File: src/rtl/reduce_config_sequencer.sv
// Reprograms per-chain firmware of a reduce-unit bank from a shadow table.
// Define SKIP_UNCHANGED_EN to stream only entries written since their last push.
module reduce_config_sequencer #(
  parameter int NUM_UNITS       = 4,
  parameter int MAX_CHAINS      = 4,
  parameter int FIRST_CONFIG_ID = 0,
  parameter int DRAIN_CYCLES    = 4,
  localparam int N  = NUM_UNITS * MAX_CHAINS,
  localparam int AW = (N > 1) ? $clog2(N) : 1,
  localparam int CW = (MAX_CHAINS > 1) ? $clog2(MAX_CHAINS) : 1,
  localparam int DW = (DRAIN_CYCLES > 0) ? $clog2(DRAIN_CYCLES + 1) : 1
) (
  input  logic          clk,
  input  logic          rst,
  input  logic          start,
  input  logic          tbl_we,
  input  logic [AW-1:0] tbl_addr,
  input  logic [7:0]    tbl_data,
  input  logic          valid_in,
  output logic          busy,
  output logic          done,
  output logic          tbl_err,
  output logic          tracing,
  output logic [7:0]    configId,
  output logic [CW-1:0] chainId,
  output logic [7:0]    configData
);

  typedef enum logic [1:0] {
    S_IDLE,
    S_DRAIN,
    S_WRITE,
    S_RESUME
  } state_e;

  state_e        state_q, state_d;
  logic [DW-1:0] cnt_q, cnt_d;
  logic [AW-1:0] cur_q, cur_d;
  logic [7:0]    tbl_q [N];
  logic [7:0]    tbl_d [N];
  logic          tbl_err_q, tbl_err_d;
  logic          busy_w;

`ifdef SKIP_UNCHANGED_EN
  logic [N-1:0]  dirty_q, dirty_d;
  logic          any_dirty;
  logic [AW-1:0] first_idx;
  logic          nxt_found;
  logic [AW-1:0] nxt_idx;

  // Lowest dirty index overall, and lowest dirty index above the cursor.
  always_comb begin
    any_dirty = |dirty_q;
    first_idx = '0;
    nxt_found = 1'b0;
    nxt_idx   = '0;
    for (int i = N - 1; i >= 0; i--) begin
      if (dirty_q[i]) begin
        first_idx = i[AW-1:0];
        if (i > int'(cur_q)) begin
          nxt_found = 1'b1;
          nxt_idx   = i[AW-1:0];
        end
      end
    end
  end
`endif

  assign busy_w = (state_q == S_DRAIN) || (state_q == S_WRITE);

  always_comb begin
    state_d   = state_q;
    cnt_d     = '0;
    cur_d     = cur_q;
    tbl_d     = tbl_q;
    tbl_err_d = 1'b0;
`ifdef SKIP_UNCHANGED_EN
    dirty_d   = dirty_q;
`endif

    if (tbl_we) begin
      if (busy_w) begin
        tbl_err_d = 1'b1;
      end else if (int'(tbl_addr) < N) begin
        tbl_d[tbl_addr] = tbl_data;
`ifdef SKIP_UNCHANGED_EN
        dirty_d[tbl_addr] = 1'b1;
`endif
      end
    end

    unique case (state_q)
      S_IDLE: begin
        if (start) state_d = S_DRAIN;
      end
      S_DRAIN: begin
        if (int'(cnt_q) == DRAIN_CYCLES) begin
`ifdef SKIP_UNCHANGED_EN
          if (any_dirty) begin
            state_d = S_WRITE;
            cur_d   = first_idx;
          end else begin
            state_d = S_RESUME;
          end
`else
          state_d = S_WRITE;
          cur_d   = '0;
`endif
        end else begin
          cnt_d = valid_in ? '0 : cnt_q + 1'b1;
        end
      end
      S_WRITE: begin
`ifdef SKIP_UNCHANGED_EN
        dirty_d[cur_q] = 1'b0;
        if (nxt_found) cur_d = nxt_idx;
        else state_d = S_RESUME;
`else
        if (int'(cur_q) == N - 1) state_d = S_RESUME;
        else cur_d = cur_q + 1'b1;
`endif
      end
      S_RESUME: begin
        state_d = S_IDLE;
      end
      default: begin
        state_d = S_IDLE;
      end
    endcase
  end

  always_ff @(posedge clk) begin
    if (rst) begin
      state_q   <= S_IDLE;
      cnt_q     <= '0;
      cur_q     <= '0;
      tbl_err_q <= 1'b0;
      tbl_q     <= '{default: '0};
`ifdef SKIP_UNCHANGED_EN
      dirty_q   <= '1;
`endif
    end else begin
      state_q   <= state_d;
      cnt_q     <= cnt_d;
      cur_q     <= cur_d;
      tbl_err_q <= tbl_err_d;
      tbl_q     <= tbl_d;
`ifdef SKIP_UNCHANGED_EN
      dirty_q   <= dirty_d;
`endif
    end
  end

  // Bus is parked at 8'hFF whenever no entry is being pushed.
  always_comb begin
    configId   = 8'hFF;
    chainId    = '0;
    configData = '0;
    if (state_q == S_WRITE) begin
      configId   = 8'(FIRST_CONFIG_ID + int'(cur_q) / MAX_CHAINS);
      chainId    = CW'(int'(cur_q) % MAX_CHAINS);
      configData = tbl_q[cur_q];
    end
  end

  assign busy    = busy_w;
  assign tracing = !busy_w;
  assign done    = (state_q == S_RESUME);
  assign tbl_err = tbl_err_q;

endmodule

File: config.mk
export PLATFORM = sky130hd
export DESIGN_NAME = reduce_config_sequencer
export DESIGN_NICKNAME = d
export VERILOG_FILES = /design/src/rtl/reduce_config_sequencer.sv
export SDC_FILE = /design/constraint.sdc
export NUM_CORES = 1
export LEC_CHECK = 0
export ABC_AREA = 1
export CAP_MARGIN = 20
export CORE_MARGIN = 2
export CORE_UTILIZATION = 54
export CTS_CLUSTER_SIZE = 28
export DETAILED_ROUTE_END_ITERATION = 10
export MAX_ROUTING_LAYER = met4
export PLACE_DENSITY = 0.76
export SYNTH_ARGS = -nofsm -noshare
export SYNTH_HDL_FRONTEND = slang
export SYNTH_SLANG_ARGS = --single-unit
File: constraint.sdc
create_clock -name clk -period 1.7 [get_ports clk]
set_input_delay 0.17 -clock clk [delete_from_list [all_inputs] [get_ports clk]]
set_output_delay 0.17 -clock clk [all_outputs]
set_load 0.01 [all_outputs]
Yosys cells after proc, flatten, opt, wreduce, memory -nomap -nowiden --
Cells that the tools add are included.
Word-level totals: flip-flop bits (word level) 138, bits of input ports 17, output and inout bits 22, word-level logic and storage cells 66
Operators by class: $add $sub $neg 2, magnitude comparators 3, eq/ne operators 9, multiplexer cells 17, bitwise operators 5, reduce and logical (&&, ||, !) cells 10
Operator list (count):
- $bwmux W128 | 1
- $mux W8 | 5
- $bmux W8 S4 | 1
- $demux W8 S4 | 1
- $ge A5 B5 Y1 const B | 2
- $not A4 Y5 | 2
- $mux W2 | 4
- $mux W4 | 2
- $pmux W2 S4 | 1
- $pmux W4 S2 | 1
- $reduce_and A3 Y1 | 2
- $lt A5 B1 Y1 const B | 1
- $add A4 B1 Y4 const B | 1
- $eq A2 B2 Y1 const B | 2
- $eq A4 B1 Y1 const B | 1
- $ne A2 B1 Y1 const B | 2
- $ne A2 B2 Y1 const B | 2
- $reduce_or A4 Y1 | 1
- $add A3 B1 Y3 const B | 1
- $eq A3 B3 Y1 const B | 1
- $not A1 Y1 | 3
- $eq A2 B1 Y1 const B | 1
- $logic_not A2 Y1 | 1
- $reduce_and A2 Y1 | 1
- other kinds (6) | 6

Longest topological paths before layout --
Gate-level depths: netlist (run 1).
word-level depth 6, gate-level depth with buffers 11, gate-level depth less buffers 11

Worst setup path before layout (run 1) --
No wires, ideal clock.
path kind register to register, start register state_q[0], end register tbl_q[92] (netlist bit), arrival 1807 ps, required time 1581 ps, setup slack -226 ps, stages on the path, launching flop included 10, path buffers 1, cells stage by stage dfxtp_1 -> inv_1 -> ha_1 -> inv_2 -> nand2_4 -> nor3_4 -> nand2_4 -> buf_6 -> o21ai_0 -> a21oi_1
On the way: word-level cells in the longest chain between the ends 4
Ends and longest elaborated chain:
- from (decl) | RTL line 36 | state_e state_q, state_d;
- from (signal assigned) | RTL line 143 | state_q <= state_d;
- $eq A2 B1 Y1 / $eq A2 B2 Y1 (equally long branches) | RTL line 69 | assign busy_w = (state_q == S_DRAIN) || (state_q == S_WRITE);
- $logic_or A1 B1 Y1 * | RTL line 69
- net busy | RTL line 20 | output logic busy,
- $not A1 Y1 (no source line) *
- $reduce_and A2 Y1 (no source line) *
- to (signal assigned) | RTL line 147 | tbl_q <= tbl_d;
- to (decl) | RTL line 39 | logic [7:0] tbl_q [N];
The timed path passes the listed nets; every way through them passes the cells marked *. A chain may end at the register's enable or synchronous reset.

Worst setup path in the final report (run 1) --
start register cur_q[0], end output port configData[3]
On the way: word-level cells in the longest chain between the ends 5
Ends and longest elaborated chain:
- from (decl) | RTL line 38 | logic [AW-1:0] cur_q, cur_d;
- from (signal assigned) | RTL line 145 | cur_q <= cur_d;
- $not A4 Y5 (not written as such) | RTL line 162 | configData = tbl_q[cur_q];
- $bmux W8 S4 | RTL line 162
- $mux W8 (not written as such) (2 in series) | RTL line 162
- $mux W8 | RTL line 159 | if (state_q == S_WRITE) begin
- to (decl) | RTL line 26 | output logic [7:0] configData
Every way passes these cells. The select of a mux whose other input is x is not followed.

==> results of run 1 <==
power breakdown:
| group | leakage (nW) | total, mW | switching, mW | internal (mW) |
|---|---|---|---|---|
| Combinational | 2.33 | 4.47 | 2.41 | 2.06 |
| Clock | 0.251 | 3.25 | 1.32 | 1.93 |
| Sequential | 1.12 | 3.55 | 0.138 | 3.41 |
worst register-to-register path: cells and delay by family (launching register included):
kind | cells | cell delay [ns]
compound gates | 1 | 0.12
buf+inv | 8 | 0.84
simple gates | 3 | 0.22
fa+ha+maj | 1 | 0.21
flops | 1 | 0.35
area by class of cell:
class,instances,area [um^2]
multi-input cells,604,3613
well taps,143,178.9
clock inverters,4,20.02
fillers,672,2306
flip-flops and latches,138,2773
clock buffers,24,481.7
repair buffers,159,1667
inverters,115,476.7
synth_stat cells (2+ instances only):
cell	n	area (um^2)
sky130_fd_sc_hd__inv_2	4	15.01
sky130_fd_sc_hd__o211ai_1	2	15.01
sky130_fd_sc_hd__buf_6	5	56.30
sky130_fd_sc_hd__buf_1	3	11.26
sky130_fd_sc_hd__clkbuf_1	41	153.9
sky130_fd_sc_hd__buf_2	12	60.06
sky130_fd_sc_hd__o21ai_0	159	795.8
sky130_fd_sc_hd__nor3_4	2	32.53
sky130_fd_sc_hd__nand2_4	5	56.30
sky130_fd_sc_hd__buf_4	7	52.55
sky130_fd_sc_hd__inv_1	110	412.9
sky130_fd_sc_hd__nand4_1	4	25.02
sky130_fd_sc_hd__nand3_1	81	405.4
sky130_fd_sc_hd__ha_1	8	100.1
sky130_fd_sc_hd__dfxtp_1	138	2763
sky130_fd_sc_hd__a21oi_1	132	660.6
sky130_fd_sc_hd__nor2_1	96	360.4
sky130_fd_sc_hd__nand2_1	110	412.9
flip-flops by register name, indices dropped and copies added, names as in the netlist:
signal	count
tbl_q	128
cnt_q	3
state_q	2
tbl_err	1
cur_q	4
logic make-up after synthesis:
kind of cell	after synthesis	share of synthesized area, %
compound gates	296	23.22
xor+xnor	1	0.1363
fa+ha+maj	8	1.557
buf+inv	183	11.91
flops	138	42.97
simple gates	299	20.20
through the flow:
step | util, % | TNS [ns] | setup slack, ns | instances
after CTS | 71.56 | -2.187 | -0.2174 | 1170
after detailed placement | 65.42 | -2.998 | -0.2746 | 1129
after global routing | 79.98 | -12.35 | -0.3629 | 1187
after global placement | 65.42 | -2.157 | -0.2778 | 1129
after floorplan | - | -0.8979 | -0.09473 | 925
final | 79.98 | -4.978 | -0.3523 | 1187
worst max path at each step:
stage	start	endpoint	slack, ns
after floorplan	state_q[1]	tbl_q[30]	-0.09
after global placement	cur_q[0]	configData[3]	-0.28
after detailed placement	cur_q[0]	configData[3]	-0.27
after CTS	cur_q[0]	configData[1]	-0.22
after global routing	cur_q[0]	configData[3]	-0.36
final	cur_q[0]	configData[3]	-0.35
placed cells by master, fill, tap and decap left out, types with 28 or more instances in the layout:
cell type / synthesis / layout
sky130_fd_sc_hd__buf_6: 5 / 28
sky130_fd_sc_hd__o21ai_2: 1 / 64
sky130_fd_sc_hd__a21oi_1: 132 / 104
sky130_fd_sc_hd__inv_1: 110 / 101
sky130_fd_sc_hd__a21oi_2: 0 / 28
sky130_fd_sc_hd__nor2_1: 96 / 88
sky130_fd_sc_hd__buf_4: 7 / 69
sky130_fd_sc_hd__nand2_1: 110 / 90
sky130_fd_sc_hd__nand3_1: 81 / 64
sky130_fd_sc_hd__o21ai_1: 1 / 66
sky130_fd_sc_hd__dfxtp_1: 138 / 134
metal layers:
metal	track usage [%]	part of all wire (%)
met3	4.928	10
met2	49.10	47
met5	-	0
met1	39.16	38
met4	13.09	4.9
timing repair:
| item | 4_1_cts | 5_1_grt |
|---|---|---|
| gates cloned | 1 | 8 |
| pin swaps | 15 | 43 |
| gates resized for setup | 111 | 322 |
| setup endpoints to repair | 34 | 114 |
| buffers inserted | 12 | 10 |
==> impl_metrics.csv, run 1 <==
group,metric,value,unit
worst_setup_path,worstRegToRegCells,13,
sta,timing.final.setup_violations,74,
floorplanning,initial_core_utilization,55.82,%
sta,postLayoutSetupSlackWorst,-0.3523,ns
sta,fin_hold_ws,0.4139,ns
clock_tree,worst_skew_pair_later_pin_latency,0.43,ns
sta,timing_worst_slew_pin_value,0.4145,ns
sta,fin_crit,2.052,ns
min_path,timing.hold.worst.class,"in2reg",
route,drt_pass1_iterations,10,
worst_setup_path,cp-end-kind,"primary output",
worst_setup_path,critical_path_depth,8,
clock_tree,clock_tree.htree_level_count,4,
sta,rsz_0062_raised_after_global_routing,"yes",
flow_run,max_cap_violations,0,
clock_tree,post_cts_hold_fix_bufs,0,
synth,synthesis.yosys.warnings,0,
power,worst_ir_drop_vdd,1.098,mV
synth,async_flop_share,0,%
floorplanning,fp.dieArea,0.01279,mm^2
min_path,worst_hold_startpoint,"valid_in",
final_layout,num_antenna_cells,0,
clock_tree,clock-sinks,138,
clock_tree,cts.path.max_buffers,2,
worst_setup_path,worstPathMaxFanout,8,
run_status,failed_checks,"design-rule violations, negative setup slack",
worst_setup_path,critPathMaxStageDelay,0.39,ns
floorplanning,design.portCount,39,
route,vias,7279,
final_layout,area_delta_synth_final,43.27,%
run_status,outcome,"finished with violations",
worst_setup_path,crit_family,"buffers and inverters",
power,fin_total_pwr,11.27,mW
synth,ys_seq_elements,138,
placed_design,io_buffers,38,
worst_setup_path,worstSetupPathType,"reg2out",
synth,syn-num-nets,950,
worst_setup_path,critical_path.most_common_cell,"sky130_fd_sc_hd__nand3_1",
synth,synth_flop_cell,"sky130_fd_sc_hd__dfxtp_1",
synth,synth_enable_flop_cells,0,
grt,via_count_of_the_first_global_routing_pass,6157,
placed_design,postPlaceCellArea,0.007533,mm^2
sta,maxClockFrequency,487.3,MHz
synth,synth_area,0.006429,mm^2
floorplanning,die-height,113.1,um
synth,post_synth_num_cell_types,24,
worst_setup_path,worstSetupStartpointType,"flop",
floorplanning,num_rows,39,
min_path,depth_of_the_worst_hold_timing_path,4,
sta,worst_case_headroom_to_the_max_slew_limit,72.33,%
synth,synth_cells,925,
final_layout,final_layout_size_suffix_gt1_share,31.99,%
route,vias_per_cell,6.132,
grt,grt_first_pass_wirelength,30230,um
floorplanning,chipWidth,113.1,um
sta,worst_clock_skew,0.006823,ns
grt,grt_util_overall,30.85,%
final_layout,finalNetCount,1060,
worst_setup_path,critical_path.slowest_cell,"sky130_fd_sc_hd__dfxtp_4",
worst_setup_path,r2r_start,"state_q[1]",
placed_design,detailedPlacementHpwl,12030,um
route,drc_errors,1,
floorplanning,core_region_area,0.01152,mm^2
worst_setup_path,worst-endpoint-required,1.53,ns
grt,pin_count_of_the_biggest_net_entering_global_routing,42,
power,power.static_leakage,3.699,nW
route,detail_route.wl_per_cell,19.09,um
placed_design,gp_routability_congestion,0.9046,
sta,finalMaxSlewViolations,0,
grt,antenna_found_initial,0,
min_path,hold-path-endpoint,"cnt_q[2]",
route,routed_wire_length,22660,um
synth,post_synthesis_area_per_instance,6.950,um^2
worst_setup_path,critical_path.reg2reg.endpoint,"tbl_q[97]",
synth,synth.yosys.seq_area_share,42.97,%
final_layout,post-route-cell-area,0.009210,mm^2
power,p_per_area,1224,mW/mm^2
clock_tree,clock_tree_root_buffer_cell,"sky130_fd_sc_hd__clkbuf_16",
clock_tree,cts_tree,"yes",
sta,finalHoldViolations,0,
worst_setup_path,worstPathCellList,"buf_12 -> clkbuf_16 -> o21ai_4 -> nand2_1 -> nand3_1 -> nand3_1 -> a21oi_1 -> buf_2",
worst_setup_path,path_buf_inv,3,
route,postRouteAntennaNets,0,
clock_tree,cts.clk_slew.worst_paths,0.05,ns
route,drt_iter0_drc,845,
clock_tree,number_of_clock_buffers_inserted_by_tritoncts,17,
sta,final.period_utilization,120.7,%
worst_setup_path,register_to_register_setup_slack,-0.11,ns
worst_setup_path,arrival_worst_endpoint,1.88,ns
grt,global_route.overflow_total,0,
Note: power is estimated with default switching activity, not from simulation.
==> run 2: changes to the inputs <==
- SKIP_CTS_REPAIR_TIMING: not set -> 1
==> impl_metrics.csv, run 2 (synthesis gave the netlist of run 1 again) <==
group,metric,value,unit
run_status,outcome,"finished with violations",
run_status,failed_checks,"design-rule violations, negative setup slack",
final_layout,finalNetCount,1048,
final_layout,largest_registers,"tbl_q: 128 flops, cur_q: 4 flops, cnt_q: 3 flops",
sta,final.period_utilization,116.8,%
worst_setup_path,cp-end-kind,"primary output",
worst_setup_path,arrival_worst_endpoint,1.82,ns
grt,grt_util_overall,29.89,%
final_layout,largest_register_ffs,128,
route,detail_route.wl_per_cell,19.08,um
sta,postLayoutSetupSlackWorst,-0.2860,ns
clock_tree,cts.path.max_buffers,2,
min_path,timing.hold.worst.class,"in2reg",
sta,timing_worst_slew_pin_value,0.4243,ns
power,power.net_switching,3.665,mW
worst_setup_path,worstSetupPathType,"reg2out",
placed_design,io_buffers,38,
route,postRouteAntennaNets,0,
route,vias_per_cell,6.054,
final_layout,layout_commonest_cell,"sky130_fd_sc_hd__dfxtp_1",
sta,worst_case_headroom_to_the_max_slew_limit,71.67,%
route,m1_wire_length,8399,um
clock_tree,number_of_clock_buffers_inserted_by_tritoncts,17,
sta,finalHoldViolations,0,
grt,antenna_found_initial,0,
route,routed-wl-met3,2118,um
floorplanning,initial_core_utilization,55.82,%
clock_tree,clock_tree_root_buffer_cell,"sky130_fd_sc_hd__clkbuf_16",
sta,rsz_0062_raised_after_global_routing,"yes",
clock_tree,cts_tree,"yes",
power,pwr-share-seq,32.6,%
clock_tree,worst_skew_pair_later_pin_latency,0.42,ns
worst_setup_path,worstSetupStartpointType,"flop",
route,routed_wire_length,22420,um
power,power.switching_fraction,33.88,%
power,power.static_leakage,3.670,nW
placed_design,detailedPlacementHpwl,12030,um
floorplanning,core_region_area,0.01152,mm^2
floorplanning,fp.dieArea,0.01279,mm^2
power,clockPowerShare,30.0,%
final_layout,regMostFlops,"tbl_q",
worst_setup_path,register_to_register_setup_slack,-0.18,ns
power,fin_total_pwr,10.82,mW
power,worst_ir_drop_vdd,1.176,mV
placed_design,gp_routability_congestion,0.9046,
sta,fin_crit,1.986,ns
placed_design,place_ws,-0.2746,ns
power,p_per_area,1197,mW/mm^2
route,top_signal_layer_used,"met4",
worst_setup_path,worstPathMaxFanout,28,
sta,worst_clock_skew,0.004996,ns
sta,timing.final.setup_violations,91,
final_layout,fillerInstances,703,
clock_tree,clock-sinks,138,
sta,finalSetupTns,-6.424,ns
floorplanning,die-height,113.1,um
clock_tree,clock_tree.htree_level_count,4,
power,p_int,7.151,mW
route,drt_iter0_drc,860,
clock_tree,cts.clk_slew.worst_paths,0.06,ns
final_layout,num_antenna_cells,0,
grt,global_route.overflow_total,0,
sta,maxClockFrequency,503.5,MHz
power,power.combinational.fraction,37.4,%
floorplanning,design.portCount,39,
sta,finalMaxSlewViolations,0,
floorplanning,num_rows,39,
final_layout,final_cell_mix,"sky130_fd_sc_hd__dfxtp_1 (134), sky130_fd_sc_hd__a21oi_1 (110), sky130_fd_sc_hd__nand2_1 (101), sky130_fd_sc_hd__inv_1 (100), sky130_fd_sc_hd__nor2_1 (84)",
grt,via_count_of_the_first_global_routing_pass,5969,
final_layout,final_layout_size_suffix_gt1_share,29.75,%
route,drc_errors,1,
route,drt_pass1_iterations,9,
floorplanning,chipWidth,113.1,um
route,vias,7113,
grt,pin_count_of_the_biggest_net_entering_global_routing,42,
final_layout,area_delta_synth_final,40.56,%
route,routed-wl-met2,10590,um
flow_run,max_cap_violations,0,
grt,grt_first_pass_wirelength,29190,um
worst_setup_path,worst-endpoint-required,1.53,ns
-- run 2: cell count changes in the layout (fill, tap and decap cells not counted), moves of 7 or more --
| cell | delta |
|---|---|
| sky130_fd_sc_hd__o21ai_1 | -29 |
| sky130_fd_sc_hd__buf_4 | -12 |
| sky130_fd_sc_hd__dlymetal6s2s_1 | +11 |
| sky130_fd_sc_hd__nand2_2 | -7 |
| sky130_fd_sc_hd__o21ai_2 | +14 |
| sky130_fd_sc_hd__nand2_1 | +11 |
| sky130_fd_sc_hd__nand3_2 | -7 |
| sky130_fd_sc_hd__nand3_1 | +7 |
| sky130_fd_sc_hd__o21ai_0 | +19 |
-- run 2: critical path, stage by stage (launching register included) --
cell and delay, ns:
sky130_fd_sc_hd__dfxtp_4 0.37, sky130_fd_sc_hd__inv_2 0.06, sky130_fd_sc_hd__buf_12 0.16, sky130_fd_sc_hd__a21oi_1 0.21, sky130_fd_sc_hd__o21ai_0 0.15, sky130_fd_sc_hd__nand3_1 0.14
sky130_fd_sc_hd__nand3_2 0.09, sky130_fd_sc_hd__nand2_1 0.07, sky130_fd_sc_hd__clkbuf_2 0.13
-- run 2: stage by stage --
stage	std cells	utilization [%]	hold slack, ns	area (um^2)
3_5_place_dp	1129	65.42	0.4386	7533
5_1_grt	1175	78.47	0.4592	9036
2_1_floorplan	925	-	0.2907	6449
3_3_place_gp	1129	65.42	0.4279	7533
6_report	1175	78.47	0.4148	9036
4_1_cts	1157	69.77	0.3682	8035
-- run 2: area by class of cell --
| class | count | area [um^2] | area share [%] |
|---|---|---|---|
| Tap cell | 143 | 178.9 | 1.980 |
| Sequential cell | 138 | 2773 | 30.68 |
| Clock inverter | 4 | 20.02 | 0.2215 |
| Inverter | 115 | 475.5 | 5.262 |
| Timing Repair Buffer | 144 | 1525 | 16.88 |
| Clock buffer | 24 | 481.7 | 5.331 |
| Multi-Input combinational cell | 607 | 3582 | 39.64 |
-- run 2: path summary, 6_finish.rpt --
path	startpoint	end	depth (start not counted)
worst max-delay path	cur_q[0]	configData[6]	8
worst min-delay path	valid_in	cnt_q[2]	4
worst max register to register	state_q[0]	tbl_q[81]	10
worst min register to register	cnt_q[0]	cnt_q[0]	1
-- run 2: power groups by stage --
stage	clock (mW)	combinational, mW	sequential [mW]
finish	3.25	4.04	3.52
CTS	3.24	3.27	3.49
floorplan	0	1.83	3.53
global route	3.39	4.32	3.53
global placement	0	3.20	3.55
detailed placement	0	3.24	3.56
-- run 2: per-layer routing --
| metal | GRT usage (%) | up-vias |
|---|---|---|
| met5 | - | - |
| met3 | 4.499 | 121 |
| met1 | 37.82 | 3289 |
| met4 | 13.33 | 0 |
| li1 | - | 3242 |
| met2 | 47.62 | 461 |
==> run 3: changes to the inputs <==
- CORE_ASPECT_RATIO: not set -> 0.6
- CORE_UTILIZATION: 54 -> 55
- DONT_BUFFER_PORTS: not set -> 1
- PLACE_DENSITY: 0.76 -> 0.73
==> impl_metrics.csv, run 3 (synthesis gave the netlist of run 1 again) <==
group,metric,value,unit
placed_design,gp_routability_congestion,0.9807,
clock_tree,cts_tree,"yes",
grt,grt_util_overall,32.35,%
power,power.static_leakage,3.214,nW
power,power.combinational.fraction,32.1,%
clock_tree,clock_tree.htree_level_count,4,
sta,fin_crit,2.027,ns
route,routed_wire_length,21690,um
sta,worst_clock_skew,0.006371,ns
run_status,outcome,"finished with violations",
final_layout,num_antenna_cells,0,
sta,finalMaxSlewViolations,0,
floorplanning,die-height,87.75,um
sta,worst_case_headroom_to_the_max_slew_limit,24.79,%
route,detail_route.wl_per_cell,19.35,um
placed_design,place_ws,-0.1268,ns
min_path,timing.hold.worst.class,"in2reg",
final_layout,finalCoreUtilization,73.44,%
sta,postLayoutSetupSlackWorst,-0.3268,ns
grt,global_route.overflow_total,0,
sta,final.period_utilization,119.2,%
worst_setup_path,worstSetupStartpointType,"flop",
grt,via_count_of_the_first_global_routing_pass,5851,
worst_setup_path,worst-endpoint-required,1.53,ns
power,power.net_switching,3.828,mW
clock_tree,clock_tree_root_buffer_cell,"sky130_fd_sc_hd__clkbuf_16",
placed_design,detailedPlacementHpwl,12420,um
route,vias_per_cell,5.881,
worst_setup_path,worstPathMaxFanout,8,
final_layout,largest_registers,"tbl_q: 128 flops, cur_q: 4 flops, cnt_q: 3 flops",
run_status,failed_checks,"negative hold slack, negative setup slack",
worst_setup_path,worstSetupPathType,"reg2out",
power,p_per_area,1339,mW/mm^2
sta,timing.final.setup_violations,32,
sta,timing_worst_slew_pin_value,1.124,ns
flow_run,max_cap_violations,0,
power,worst_ir_drop_vdd,1.020,mV
clock_tree,number_of_clock_buffers_inserted_by_tritoncts,17,
final_layout,fillerInstances,834,
sta,finalHoldViolations,1,
final_layout,final_layout_size_suffix_gt1_share,23.83,%
sta,rsz_0062_raised_after_global_routing,"yes",
clock_tree,worst_skew_pair_later_pin_latency,0.42,ns
sta,fin_hold_ws,-0.04281,ns
route,drt_iter0_drc,950,
floorplanning,initial_core_utilization,56.71,%
clock_tree,clock-sinks,138,
grt,antenna_found_initial,0,
final_layout,regMostFlops,"tbl_q",
power,clockPowerShare,35.8,%
grt,grt_first_pass_wirelength,29850,um
route,drc_errors,0,
route,postRouteAntennaNets,0,
floorplanning,chipWidth,143.6,um
final_layout,multi_input_area,0.003425,mm^2
clock_tree,cts.clk_slew.worst_paths,0.06,ns
grt,highest_utilization_routing_layer_at_the_global_route_stage,"met2",
sta,maxClockFrequency,493.4,MHz
grt,grt.met3_usage,7.162,%
floorplanning,core_region_area,0.01134,mm^2
floorplanning,design.portCount,39,
final_layout,layout_commonest_cell,"sky130_fd_sc_hd__dfxtp_1",
power,power.switching_fraction,34.34,%
placed_design,dp_cells,1055,
grt,pin_count_of_the_biggest_net_entering_global_routing,64,
clock_tree,cts.path.max_buffers,2,
grt,global_route.usage.met2,48.35,%
final_layout,largest_register_ffs,128,
route,drt_pass1_iterations,6,
power,pwr-share-seq,32.1,%
final_layout,finalNonFillerCells,1121,
worst_setup_path,arrival_worst_endpoint,1.86,ns
placed_design,io_buffers,0,
worst_setup_path,cp-end-kind,"primary output",
final_layout,final_cell_mix,"sky130_fd_sc_hd__dfxtp_1 (133), sky130_fd_sc_hd__a21oi_1 (112), sky130_fd_sc_hd__inv_1 (99), sky130_fd_sc_hd__nor2_1 (93), sky130_fd_sc_hd__nand2_1 (92)",
grt,use_met1,41.96,%
route,vias,6593,
floorplanning,num_rows,30,
final_layout,register_area,0.002774,mm^2
power,p_int,7.320,mW
floorplanning,fp.dieArea,0.01260,mm^2
final_layout,finalNetCount,973,
final_layout,area_delta_synth_final,29.51,%
==> run 3: cell count changes in the layout (fill, tap and decap cells not counted), moves of 10 or more <==
cell / delta
sky130_fd_sc_hd__o21ai_2: -43
sky130_fd_sc_hd__o21ai_1: +30
sky130_fd_sc_hd__buf_4: -27
sky130_fd_sc_hd__nand3_1: -18
sky130_fd_sc_hd__buf_6: -17
sky130_fd_sc_hd__clkdlybuf4s50_1: -17
sky130_fd_sc_hd__nand3_2: +17
sky130_fd_sc_hd__o21ai_0: +15
sky130_fd_sc_hd__dlygate4sd3_1: +11
sky130_fd_sc_hd__dlymetal6s2s_1: -11
sky130_fd_sc_hd__buf_12: -10
==> run 3: routing by layer <==
layer  vias up  routed length (um)
met5         -                   0
met2       371                9620
met3        79                2406
met4         0                 828
li1       3076                   -
met1      3067                8835
==> run 3: layout make-up <==
class,instances,share of cell area [%]
clock inverter,13,2.314
inverter,115,5.651
timing repair inverter,1,0.09017
clock buffer,19,5.320
multi-input combinational,604,41.13
tap,160,2.405
timing repair buffer,71,9.769
sequential,138,33.32
==> run 3: critical path: stages, from the launching register on <==
cell                        delay (ns)
sky130_fd_sc_hd__dfxtp_4          0.45
sky130_fd_sc_hd__inv_6            0.09
sky130_fd_sc_hd__clkbuf_16        0.18
sky130_fd_sc_hd__nand2_2          0.08
sky130_fd_sc_hd__nand3_2          0.08
sky130_fd_sc_hd__nand3_2          0.11
sky130_fd_sc_hd__nand3_4          0.10
sky130_fd_sc_hd__a21oi_4          0.22
sky130_fd_sc_hd__buf_6            0.13
==> run 3: power by group through the flow <==
stage	Combinational, mW	Sequential (mW)	Clock, mW
4_1_cts	2.50	3.51	3.98
2_1_floorplan	1.83	3.53	0
3_5_place_dp	2.47	3.58	0
3_3_place_gp	2.38	3.57	0
6_report	3.58	3.58	3.99
5_1_grt	3.83	3.60	4.16
==> run 3: per-stage QoR <==
step | total power, mW | cell area [um^2] | TNS (ns) | hold WS (ns)
2_1_floorplan | 5.357 | 6449 | -0.8979 | 0.2907
3_3_place_gp | 5.950 | 6676 | -0.04780 | 0.2453
3_5_place_dp | 6.053 | 6676 | -1.209 | 0.2475
4_1_cts | 9.982 | 7312 | -4.273 | -0.1883
5_1_grt | 11.58 | 8325 | -7.590 | -0.01298
6_report | 11.15 | 8325 | -3.819 | -0.04281
==> run 3: path summary, 6_finish.rpt <==
path | cells past startpoint | to | slack, ns | from
setup / recovery | 8 | configData[2] | -0.33 | cur_q[0]
hold / removal | 2 | tbl_q[3] | -0.04 | tbl_data[3]
setup reg to reg | 11 | tbl_q[116] | -0.15 | state_q[1]
hold reg to reg | 1 | cnt_q[0] | 0.45 | cnt_q[0]
